$ cat config.mk
export PLATFORM = sky130hd
export DESIGN_NAME = hsv2rgb_fp_flat
export DESIGN_NICKNAME = d
export VERILOG_FILES = /design/src/rtl/hsv2rgb_pkg.sv /design/src/rtl/hsv2rgb_fp_if.sv /design/src/rtl/hsv2rgb_fp_arith_unit.sv /design/src/rtl/hsv2rgb_fp.sv /design/src/flat_wrapper.sv
export SDC_FILE = /design/constraint.sdc
export NUM_CORES = 2
export LEC_CHECK = 0
export CAP_MARGIN = 20
export CELL_PAD_IN_SITES_DETAIL_PLACEMENT = 0
export CELL_PAD_IN_SITES_GLOBAL_PLACEMENT = 1
export CORE_MARGIN = 3
export CORE_UTILIZATION = 39
export CTS_CLUSTER_SIZE = 20
export DETAILED_ROUTE_END_ITERATION = 16
export PLACE_DENSITY = 0.72
export SLEW_MARGIN = 20
export SYNTH_ARGS = -nofsm -noshare
export SYNTH_HDL_FRONTEND = slang
export SYNTH_SLANG_ARGS = --single-unit
$ cat constraint.sdc
create_clock -name clk -period 34.1 [get_ports clk]
set_input_delay 6.82 -clock clk [delete_from_list [all_inputs] [get_ports clk]]
set_output_delay 6.82 -clock clk [all_outputs]
set_load 0.01 [all_outputs]
$ cat src/rtl/hsv2rgb_pkg.sv
// hsv2rgb_pkg: shared types, float constants and helpers for the HSV->RGB converter.
//   state_e      FSM encoding (idle, eight arithmetic steps, done)
//   fp_op_e      operation select for fp_arith_unit
//   ch_sel_e     which intermediate (a, b, m) drives an output channel
//   sector_sel() sector -> per-channel select table
//   sector_of()/hue_eff()/sector_base() hue sector decode done at capture
package hsv2rgb_pkg;

    typedef enum logic [3:0] {
        StIdle, StC1, StC2, StC3, StC4, StC5, StC6, StC7, StC8, StDone
    } state_e;

    typedef enum logic [1:0] {OpAdd, OpSub, OpMul} fp_op_e;

    typedef enum logic [1:0] {SelA, SelB, SelM} ch_sel_e;

    typedef struct packed {
        ch_sel_e r;
        ch_sel_e g;
        ch_sel_e b;
    } rgb_sel_t;

    localparam logic [31:0] ONE       = 32'h3F800000;
    localparam logic [31:0] F60       = 32'h42700000;
    localparam logic [31:0] F120      = 32'h42F00000;
    localparam logic [31:0] F180      = 32'h43340000;
    localparam logic [31:0] F240      = 32'h43700000;
    localparam logic [31:0] F300      = 32'h43960000;
    localparam logic [31:0] F360      = 32'h43B40000;
    localparam logic [31:0] INV_SIXTY = 32'h3C888889;

    // a = C + m (max), b = X + m (ramp), m = V - C (min)
    function automatic rgb_sel_t sector_sel(input logic [2:0] k);
        case (k)
            3'd0:    return '{r: SelA, g: SelB, b: SelM};
            3'd1:    return '{r: SelB, g: SelA, b: SelM};
            3'd2:    return '{r: SelM, g: SelA, b: SelB};
            3'd3:    return '{r: SelM, g: SelB, b: SelA};
            3'd4:    return '{r: SelB, g: SelM, b: SelA};
            default: return '{r: SelA, g: SelM, b: SelB};
        endcase
    endfunction

    function automatic logic [31:0] pick_ch(input ch_sel_e s, input logic [31:0] a,
                                            input logic [31:0] b, input logic [31:0] m);
        case (s)
            SelA:    return a;
            SelB:    return b;
            default: return m;
        endcase
    endfunction

    // Negative (incl. -0) and >= 360 hues fold to +0; positive floats order like unsigned ints.
    function automatic logic hue_wraps(input logic [31:0] h);
        return h[31] || (h[30:0] >= F360[30:0]);
    endfunction

    function automatic logic [31:0] hue_eff(input logic [31:0] h);
        return hue_wraps(h) ? 32'h0 : h;
    endfunction

    function automatic logic [2:0] sector_of(input logic [31:0] h);
        logic [2:0] k;
        k = 3'd0;
        if (!hue_wraps(h)) begin
            if (h[30:0] >= F60[30:0])  k = k + 3'd1;
            if (h[30:0] >= F120[30:0]) k = k + 3'd1;
            if (h[30:0] >= F180[30:0]) k = k + 3'd1;
            if (h[30:0] >= F240[30:0]) k = k + 3'd1;
            if (h[30:0] >= F300[30:0]) k = k + 3'd1;
        end
        return k;
    endfunction

    function automatic logic [31:0] sector_base(input logic [2:0] k);
        case (k)
            3'd0:    return 32'h0;
            3'd1:    return F60;
            3'd2:    return F120;
            3'd3:    return F180;
            3'd4:    return F240;
            default: return F300;
        endcase
    endfunction

endpackage

$ cat src/rtl/hsv2rgb_fp_if.sv
// hsv2rgb_fp_if: pixel handshake bundle for hsv2rgb_fp.
//   in_valid/in_ready + h_in/s_in/v_in : HSV input channel
//   out_valid/out_ready + r_out/g_out/b_out : RGB output channel
//   master: upstream/downstream side (testbench or pipeline); slave: the converter.
interface hsv2rgb_fp_if;
    logic        in_valid;
    logic        in_ready;
    logic [31:0] h_in;
    logic [31:0] s_in;
    logic [31:0] v_in;
    logic        out_valid;
    logic        out_ready;
    logic [31:0] r_out;
    logic [31:0] g_out;
    logic [31:0] b_out;

    modport master (
        output in_valid, h_in, s_in, v_in, out_ready,
        input  in_ready, out_valid, r_out, g_out, b_out
    );

    modport slave (
        input  in_valid, h_in, s_in, v_in, out_ready,
        output in_ready, out_valid, r_out, g_out, b_out
    );
endinterface

$ cat src/rtl/hsv2rgb_fp_arith_unit.sv
// fp_arith_unit: combinational single-precision add/sub/multiply shared by the converter FSM.
//   op : OpAdd, OpSub (a - b) or OpMul
//   a, b : operands; y : result
// Round-to-nearest-even; zero/subnormal inputs act as signed zero, underflow flushes to zero,
// overflow saturates to infinity. NaN/Inf inputs give unspecified results.
module fp_arith_unit
    import hsv2rgb_pkg::*;
(
    input  fp_op_e      op,
    input  logic [31:0] a,
    input  logic [31:0] b,
    output logic [31:0] y
);

    logic [31:0]       add_y;
    logic [31:0]       mul_y;

    logic              ad_sa, ad_sb, ad_swap, ad_sign, ad_az, ad_bz;
    logic [7:0]        ad_ebig, ad_esml, ad_d;
    logic [26:0]       ad_mbig, ad_msml, ad_msh, ad_mask, ad_norm;
    logic [27:0]       ad_sum;
    logic signed [9:0] ad_e;
    logic [4:0]        ad_lz;
    logic              ad_up;
    logic [24:0]       ad_rnd;
    logic [22:0]       ad_frac;

    always_comb begin
        ad_sa   = a[31];
        ad_sb   = b[31] ^ (op == OpSub);
        ad_az   = (a[30:23] == 8'd0);
        ad_bz   = (b[30:23] == 8'd0);
        // Larger magnitude first so only the smaller operand is ever shifted.
        ad_swap = (b[30:0] > a[30:0]);
        ad_sign = ad_swap ? ad_sb : ad_sa;
        ad_ebig = ad_swap ? b[30:23] : a[30:23];
        ad_esml = ad_swap ? a[30:23] : b[30:23];
        ad_mbig = {1'b1, (ad_swap ? b[22:0] : a[22:0]), 3'b000};
        ad_msml = {1'b1, (ad_swap ? a[22:0] : b[22:0]), 3'b000};
        ad_d    = ad_ebig - ad_esml;
        ad_mask = '0;
        if (ad_d >= 8'd27) begin
            ad_msh = 27'd1;
        end else begin
            ad_mask = (27'd1 << ad_d) - 27'd1;
            ad_msh  = ad_msml >> ad_d;
            ad_msh[0] = ad_msh[0] | (|(ad_msml & ad_mask));
        end

        ad_lz   = 5'd0;
        ad_e    = $signed({2'b00, ad_ebig});
        if (ad_sa == ad_sb) begin
            ad_sum = {1'b0, ad_mbig} + {1'b0, ad_msh};
            if (ad_sum[27]) begin
                ad_norm = {ad_sum[27:2], ad_sum[1] | ad_sum[0]};
                ad_e    = ad_e + 10'sd1;
            end else begin
                ad_norm = ad_sum[26:0];
            end
        end else begin
            ad_sum = {1'b0, ad_mbig - ad_msh};
            for (int i = 0; i < 27; i++) begin
                if (ad_sum[i]) ad_lz = 5'(26 - i);
            end
            ad_norm = ad_sum[26:0] << ad_lz;
            ad_e    = ad_e - $signed({5'd0, ad_lz});
        end

        ad_up   = ad_norm[2] & (ad_norm[1] | ad_norm[0] | ad_norm[3]);
        ad_rnd  = {1'b0, ad_norm[26:3]} + {24'd0, ad_up};
        if (ad_rnd[24]) ad_e = ad_e + 10'sd1;
        ad_frac = ad_rnd[24] ? ad_rnd[23:1] : ad_rnd[22:0];

        if (ad_az && ad_bz) begin
            add_y = {ad_sa & ad_sb, 31'd0};
        end else if (ad_bz) begin
            add_y = a;
        end else if (ad_az) begin
            add_y = {ad_sb, b[30:0]};
        end else if (ad_sum == 28'd0) begin
            add_y = 32'd0;
        end else if (ad_e <= 10'sd0) begin
            add_y = {ad_sign, 31'd0};
        end else if (ad_e >= 10'sd255) begin
            add_y = {ad_sign, 8'hFF, 23'd0};
        end else begin
            add_y = {ad_sign, ad_e[7:0], ad_frac};
        end
    end

    logic              mu_sign, mu_zero, mu_g, mu_st, mu_up;
    logic [47:0]       mu_prod;
    logic [23:0]       mu_mant;
    logic [24:0]       mu_rnd;
    logic signed [9:0] mu_e;
    logic [22:0]       mu_frac;

    always_comb begin
        mu_sign = a[31] ^ b[31];
        mu_zero = (a[30:23] == 8'd0) || (b[30:23] == 8'd0);
        mu_prod = {24'd0, 1'b1, a[22:0]} * {24'd0, 1'b1, b[22:0]};
        mu_e    = $signed({2'b00, a[30:23]}) + $signed({2'b00, b[30:23]}) - 10'sd127;
        if (mu_prod[47]) begin
            mu_mant = mu_prod[47:24];
            mu_g    = mu_prod[23];
            mu_st   = |mu_prod[22:0];
            mu_e    = mu_e + 10'sd1;
        end else begin
            mu_mant = mu_prod[46:23];
            mu_g    = mu_prod[22];
            mu_st   = |mu_prod[21:0];
        end
        mu_up   = mu_g & (mu_st | mu_mant[0]);
        mu_rnd  = {1'b0, mu_mant} + {24'd0, mu_up};
        if (mu_rnd[24]) mu_e = mu_e + 10'sd1;
        mu_frac = mu_rnd[24] ? mu_rnd[23:1] : mu_rnd[22:0];

        if (mu_zero || mu_e <= 10'sd0) begin
            mul_y = {mu_sign, 31'd0};
        end else if (mu_e >= 10'sd255) begin
            mul_y = {mu_sign, 8'hFF, 23'd0};
        end else begin
            mul_y = {mu_sign, mu_e[7:0], mu_frac};
        end
    end

    assign y = (op == OpMul) ? mul_y : add_y;

endmodule

$ cat src/rtl/hsv2rgb_fp.sv
// hsv2rgb_fp: converts one HSV pixel (IEEE-754 single) to RGB over a fixed 8-step sequence
// through one shared fp_arith_unit.
//   clk, rst    : clock, synchronous active-high reset (drops any in-flight pixel)
//   bus (slave) : in_valid/in_ready/h_in/s_in/v_in in, out_valid/out_ready/r_out/g_out/b_out out
// Parameters: W float width (32 only), INV_SIXTY = 1/60 used in place of a divide.
// Build option: define HSV2RGB_SAT_EN to clamp each output into [+0, 1.0] when registered.
module hsv2rgb_fp
    import hsv2rgb_pkg::*;
#(
    parameter int unsigned W         = 32,
    parameter logic [31:0] INV_SIXTY = 32'h3C888889
) (
    input logic         clk,
    input logic         rst,
    hsv2rgb_fp_if.slave bus
);

    state_e       state_q, state_d;
    logic [W-1:0] h_q, h_d, s_q, s_d, v_q, v_d;
    logic [W-1:0] c_q, c_d, m_q, m_d, t_q, t_d;
    logic [W-1:0] r_q, r_d, g_q, g_d, b_q, b_d;
    logic [2:0]   k_q, k_d;

    fp_op_e       alu_op;
    logic [31:0]  alu_a, alu_b, alu_y;
    rgb_sel_t     sel;

    function automatic logic [31:0] out_fix(input logic [31:0] x);
`ifdef HSV2RGB_SAT_EN
        if (x[31]) return 32'h0;
        if (x[30:0] > ONE[30:0]) return ONE;
        return x;
`else
        return x;
`endif
    endfunction

    fp_arith_unit u_arith (
        .op (alu_op),
        .a  (alu_a),
        .b  (alu_b),
        .y  (alu_y)
    );

    assign sel = sector_sel(k_q);

    always_comb begin
        state_d = state_q;
        h_d     = h_q;
        s_d     = s_q;
        v_d     = v_q;
        k_d     = k_q;
        c_d     = c_q;
        m_d     = m_q;
        t_d     = t_q;
        r_d     = r_q;
        g_d     = g_q;
        b_d     = b_q;
        alu_op  = OpAdd;
        alu_a   = c_q;
        alu_b   = m_q;

        case (state_q)
            StIdle: begin
                if (bus.in_valid) begin
                    h_d     = hue_eff(bus.h_in);
                    k_d     = sector_of(bus.h_in);
                    s_d     = bus.s_in;
                    v_d     = bus.v_in;
                    state_d = StC1;
                end
            end
            StC1: begin  // C = V*S
                alu_op  = OpMul;
                alu_a   = v_q;
                alu_b   = s_q;
                c_d     = alu_y;
                state_d = StC2;
            end
            StC2: begin  // m = V - C
                alu_op  = OpSub;
                alu_a   = v_q;
                alu_b   = c_q;
                m_d     = alu_y;
                state_d = StC3;
            end
            StC3: begin  // hr = H - 60k
                alu_op  = OpSub;
                alu_a   = h_q;
                alu_b   = sector_base(k_q);
                t_d     = alu_y;
                state_d = StC4;
            end
            StC4: begin  // f = hr/60
                alu_op  = OpMul;
                alu_a   = t_q;
                alu_b   = INV_SIXTY;
                t_d     = alu_y;
                state_d = StC5;
            end
            StC5: begin  // odd sectors ramp down; even sectors keep f but still spend the cycle
                alu_op  = OpSub;
                alu_a   = ONE;
                alu_b   = t_q;
                t_d     = k_q[0] ? alu_y : t_q;
                state_d = StC6;
            end
            StC6: begin  // X = C*f'
                alu_op  = OpMul;
                alu_a   = c_q;
                alu_b   = t_q;
                t_d     = alu_y;
                state_d = StC7;
            end
            StC7: begin  // b = X + m
                alu_op  = OpAdd;
                alu_a   = t_q;
                alu_b   = m_q;
                t_d     = alu_y;
                state_d = StC8;
            end
            StC8: begin  // a = C + m, then route a/b/m to the channels
                alu_op  = OpAdd;
                alu_a   = c_q;
                alu_b   = m_q;
                r_d     = out_fix(pick_ch(sel.r, alu_y, t_q, m_q));
                g_d     = out_fix(pick_ch(sel.g, alu_y, t_q, m_q));
                b_d     = out_fix(pick_ch(sel.b, alu_y, t_q, m_q));
                state_d = StDone;
            end
            StDone: begin
                if (bus.out_ready) state_d = StIdle;
            end
            default: state_d = StIdle;
        endcase
    end

    always_ff @(posedge clk) begin
        if (rst) begin
            state_q <= StIdle;
            h_q     <= '0;
            s_q     <= '0;
            v_q     <= '0;
            k_q     <= '0;
            c_q     <= '0;
            m_q     <= '0;
            t_q     <= '0;
            r_q     <= '0;
            g_q     <= '0;
            b_q     <= '0;
        end else begin
            state_q <= state_d;
            h_q     <= h_d;
            s_q     <= s_d;
            v_q     <= v_d;
            k_q     <= k_d;
            c_q     <= c_d;
            m_q     <= m_d;
            t_q     <= t_d;
            r_q     <= r_d;
            g_q     <= g_d;
            b_q     <= b_d;
        end
    end

    assign bus.in_ready  = (state_q == StIdle);
    assign bus.out_valid = (state_q == StDone);
    assign bus.r_out     = r_q;
    assign bus.g_out     = g_q;
    assign bus.b_out     = b_q;

endmodule
$ cat src/flat_wrapper.sv
// flat-port wrapper written by rule: the top's interface ports become plain ports
module hsv2rgb_fp_flat import hsv2rgb_pkg::*;
#(
    parameter int unsigned W         = 32,
    parameter logic [31:0] INV_SIXTY = 32'h3C888889
)
  (clk, rst, bus_in_valid, bus_h_in, bus_s_in, bus_v_in, bus_out_ready, bus_in_ready, bus_out_valid, bus_r_out, bus_g_out, bus_b_out);
  hsv2rgb_fp_if bus_i ();
  input logic clk;
  input logic rst;
  input wire logic [$bits(bus_i.in_valid)-1:0] bus_in_valid;
  input wire logic [$bits(bus_i.h_in)-1:0] bus_h_in;
  input wire logic [$bits(bus_i.s_in)-1:0] bus_s_in;
  input wire logic [$bits(bus_i.v_in)-1:0] bus_v_in;
  input wire logic [$bits(bus_i.out_ready)-1:0] bus_out_ready;
  output wire logic [$bits(bus_i.in_ready)-1:0] bus_in_ready;
  output wire logic [$bits(bus_i.out_valid)-1:0] bus_out_valid;
  output wire logic [$bits(bus_i.r_out)-1:0] bus_r_out;
  output wire logic [$bits(bus_i.g_out)-1:0] bus_g_out;
  output wire logic [$bits(bus_i.b_out)-1:0] bus_b_out;
  assign bus_i.in_valid = bus_in_valid;
  assign bus_i.h_in = bus_h_in;
  assign bus_i.s_in = bus_s_in;
  assign bus_i.v_in = bus_v_in;
  assign bus_i.out_ready = bus_out_ready;
  assign bus_in_ready = bus_i.in_ready;
  assign bus_out_valid = bus_i.out_valid;
  assign bus_r_out = bus_i.r_out;
  assign bus_g_out = bus_i.g_out;
  assign bus_b_out = bus_i.b_out;
  hsv2rgb_fp #(.W(W), .INV_SIXTY(INV_SIXTY)) u_core (.clk(clk), .rst(rst), .bus(bus_i));
endmodule
==> run metrics <==
EDFF count, synth=0; synthesized area per cell=7.666 sq um; worst endpoint required time=34550 ps; Final nets=7016; CP max FO=36; Syn Std Cell Area=47120 sq um; sum of buffers and inverters on the critical path=5; core region area=119000 sq um; Seq/Total Area, Yosys=12.53%; die width=353.6 microns; Die ar.=125000 sq um; stages on the worst setup path=59; Final Setup Violations=0; final routed DRC violation total=0; initial core utilization=39.59%; drt pass-1 iters=13; Netlist cell types=146; hold path endpoint=u_core.bus.g_out[19]; R2R Setup Slk=15530 ps; Post-Layout Cell Count=7746; M1 GR Usage=45.24%; Setup TNS Final=0 ps; Num CTS Buffers=34; slowest stage cell, crit path=a2111oi_0; Final period util=54.46%; row count=126; clk root buf=clkbuf_16; pin count of the biggest net entering global routing=103; Final ANT Viol Nets=0; worst reg2reg path depth=59; 1st-iter DRT viols=5607; total track usage=33.63%; final number of hold-violating endpoints=0; vias=47308; ys flop type=dfxtp_1; Via density=6.107; critical path launch point type=flop; CP most frequent cell=a21oi_1; Final Wtd Congestion=1.039; dpl cells=7686; CTS Hold Bufs=0; RSZ-0062 raised after global routing=no; hold path startpoint=u_core.bus.g_out[19]; Ys Warns=0; vias in the first global route=45916; clk buf depth=3; measured slew at the worst slew-check pin=1205 ps; Final Skew=24.37 ps; minimum clock period=18570 ps; CP top delay family=simple AND/OR/NAND/NOR gates; share of cells above drive strength 1=7.013%; initial antenna violation count=2; drt wl/cell=27.94 microns; Die H=353.6 microns; commonest non-fill, non-tap cells in the layout=807 x nand2_1, 707 x nor2_1, 656 x inv_1; most common cell after layout, fill and taps aside=nand2_1; Clock Sinks=295; # H-tree levels=2; fmax=0.05384 GHz; GR met2 Demand/Resource=51.20%; # diodes=0; fin. max-slew vios=0; FF-to-FF Start=u_core.state_q[3]; Post-Route WL=216400 microns; syn nets=7040; ys async rst share=0%; Hold Path Stages=2; Synth-to-Final Area Change=9.591%; cts repair resizes=0; met3 usage=6.110%; IO buf count=197; CP max stage delay=910 ps; postcts setup bufs=0; clk_lat worst skew=550 ps; Most Crowded Layer GR=met2; Worst R2R End=u_core.bus.b_out[4]; Slew HR=19.30%; crit path capture type=flop; cells after synthesis=6147; outcome=finished clean; Max Cap Viol=0; total grt overflow=0; hpwl dp=162800 microns; hold crit path type=reg2reg; Worst EP arrival=19020 ps; critical path class=reg2reg; num ports=198; TritonCTS clock tree=built; first-pass GRT wire length=317300 microns; clock-pin slew on the worst setup and hold paths=60 ps; Seq cells post-synth=295
## worst register-to-register path: cells and delay by family, from the launching register on
| family | cells | cell delay [ps] |
|---|---|---|
| xor+xnor | 1 | 190 |
| fa+ha+maj | 4 | 1110 |
| buf+inv | 5 | 1150 |
| simple gates | 21 | 8090 |
| mux | 1 | 390 |
| compound gates | 27 | 7160 |
| flops | 1 | 380 |
## how the worst max path moves through the flow
stage	startpoint	to	slack (ps)
2_1_floorplan	u_core.state_q[3]	u_core.bus.b_out[10]	19360
3_3_place_gp	u_core.state_q[3]	u_core.bus.b_out[4]	16220
3_5_place_dp	u_core.state_q[3]	u_core.bus.b_out[4]	16080
4_1_cts	u_core.state_q[3]	u_core.bus.b_out[4]	16010
5_1_grt	u_core.state_q[3]	u_core.bus.b_out[22]	14470
6_report	u_core.state_q[3]	u_core.bus.b_out[4]	15530
## cell families after synthesis
group	after synthesis	synth area share, %
xor gates and xnor gates	179	3.391
AOI/OAI and AO/OA	1550	22.80
buffers and inverters	1078	9.482
DFF	295	12.53
and+or+nand+nor	2157	20.64
adders and majority gates	793	28.78
muxes	95	2.371
## state kept, by name (all words and copies together) (netlist names)
register / count
u_core.bus.g_out: 32
u_core.state_q: 4
u_core.bus.r_out: 32
u_core.s_q: 32
u_core.c_q: 32
u_core.t_q: 32
u_core.v_q: 32
u_core.m_q: 32
u_core.bus.b_out: 32
u_core.k_q: 3
u_core.h_q: 32
## cell usage after synthesis, types with 40 or more instances
cell / instances / area share [%]
nor3_1: 159 / 1.7
and2_1: 47 / 0.62
nand3_1: 103 / 1.1
nand2_1: 811 / 6.5
a211oi_1: 104 / 1.7
a31oi_1: 42 / 0.56
fa_1: 485 / 21
o211ai_1: 49 / 0.78
buf_2: 44 / 0.47
xnor2_1: 122 / 2.3
dfxtp_1: 295 / 13
mux2i_1: 61 / 1.3
xor2_1: 53 / 0.99
a22oi_1: 87 / 1.4
a21o_1: 55 / 0.88
inv_1: 656 / 5.2
clkbuf_1: 273 / 2.2
nand4_1: 40 / 0.53
o21ai_0: 224 / 2.4
a21oi_1: 441 / 4.7
nor4_1: 40 / 0.53
nor2_1: 710 / 5.7
ha_1: 308 / 8.2
a221o_1: 49 / 1.0
## metrics by stage
step                      utilization [%]  hold WS, ps  setup slack [ps]  area [sq um]
after floorplan                         -        431.4             19360         47120
after global placement              42.43        431.0             16220         50500
after detailed placement            42.43        432.1             16080         50510
after CTS                           43.37        441.8             16010         51620
after global routing                43.38        474.2             14470         51640
final                               43.38        441.2             15530         51640
## final cells by class
class                      instances  area (sq um)
sequential                       295          5907
clock buffer                      48         984.7
fill                           12312         67390
timing repair buffer             335          3012
multi-input combinational       4774         37040
clock inverter                    11         126.4
inverter                         683          2564
tap                             1600          2002
## layer usage
| layer | vias up | part of all wire [%] |
|---|---|---|
| met4 | 0 | 6.6 |
| met3 | 508 | 9.0 |
| met1 | 23185 | 41 |
| met5 | - | 0 |
| met2 | 2568 | 43 |
| li1 | 21047 | - |
Power is not shown: default switching activity piles up to over one toggle a cycle in this logic, so the estimate is an artifact.
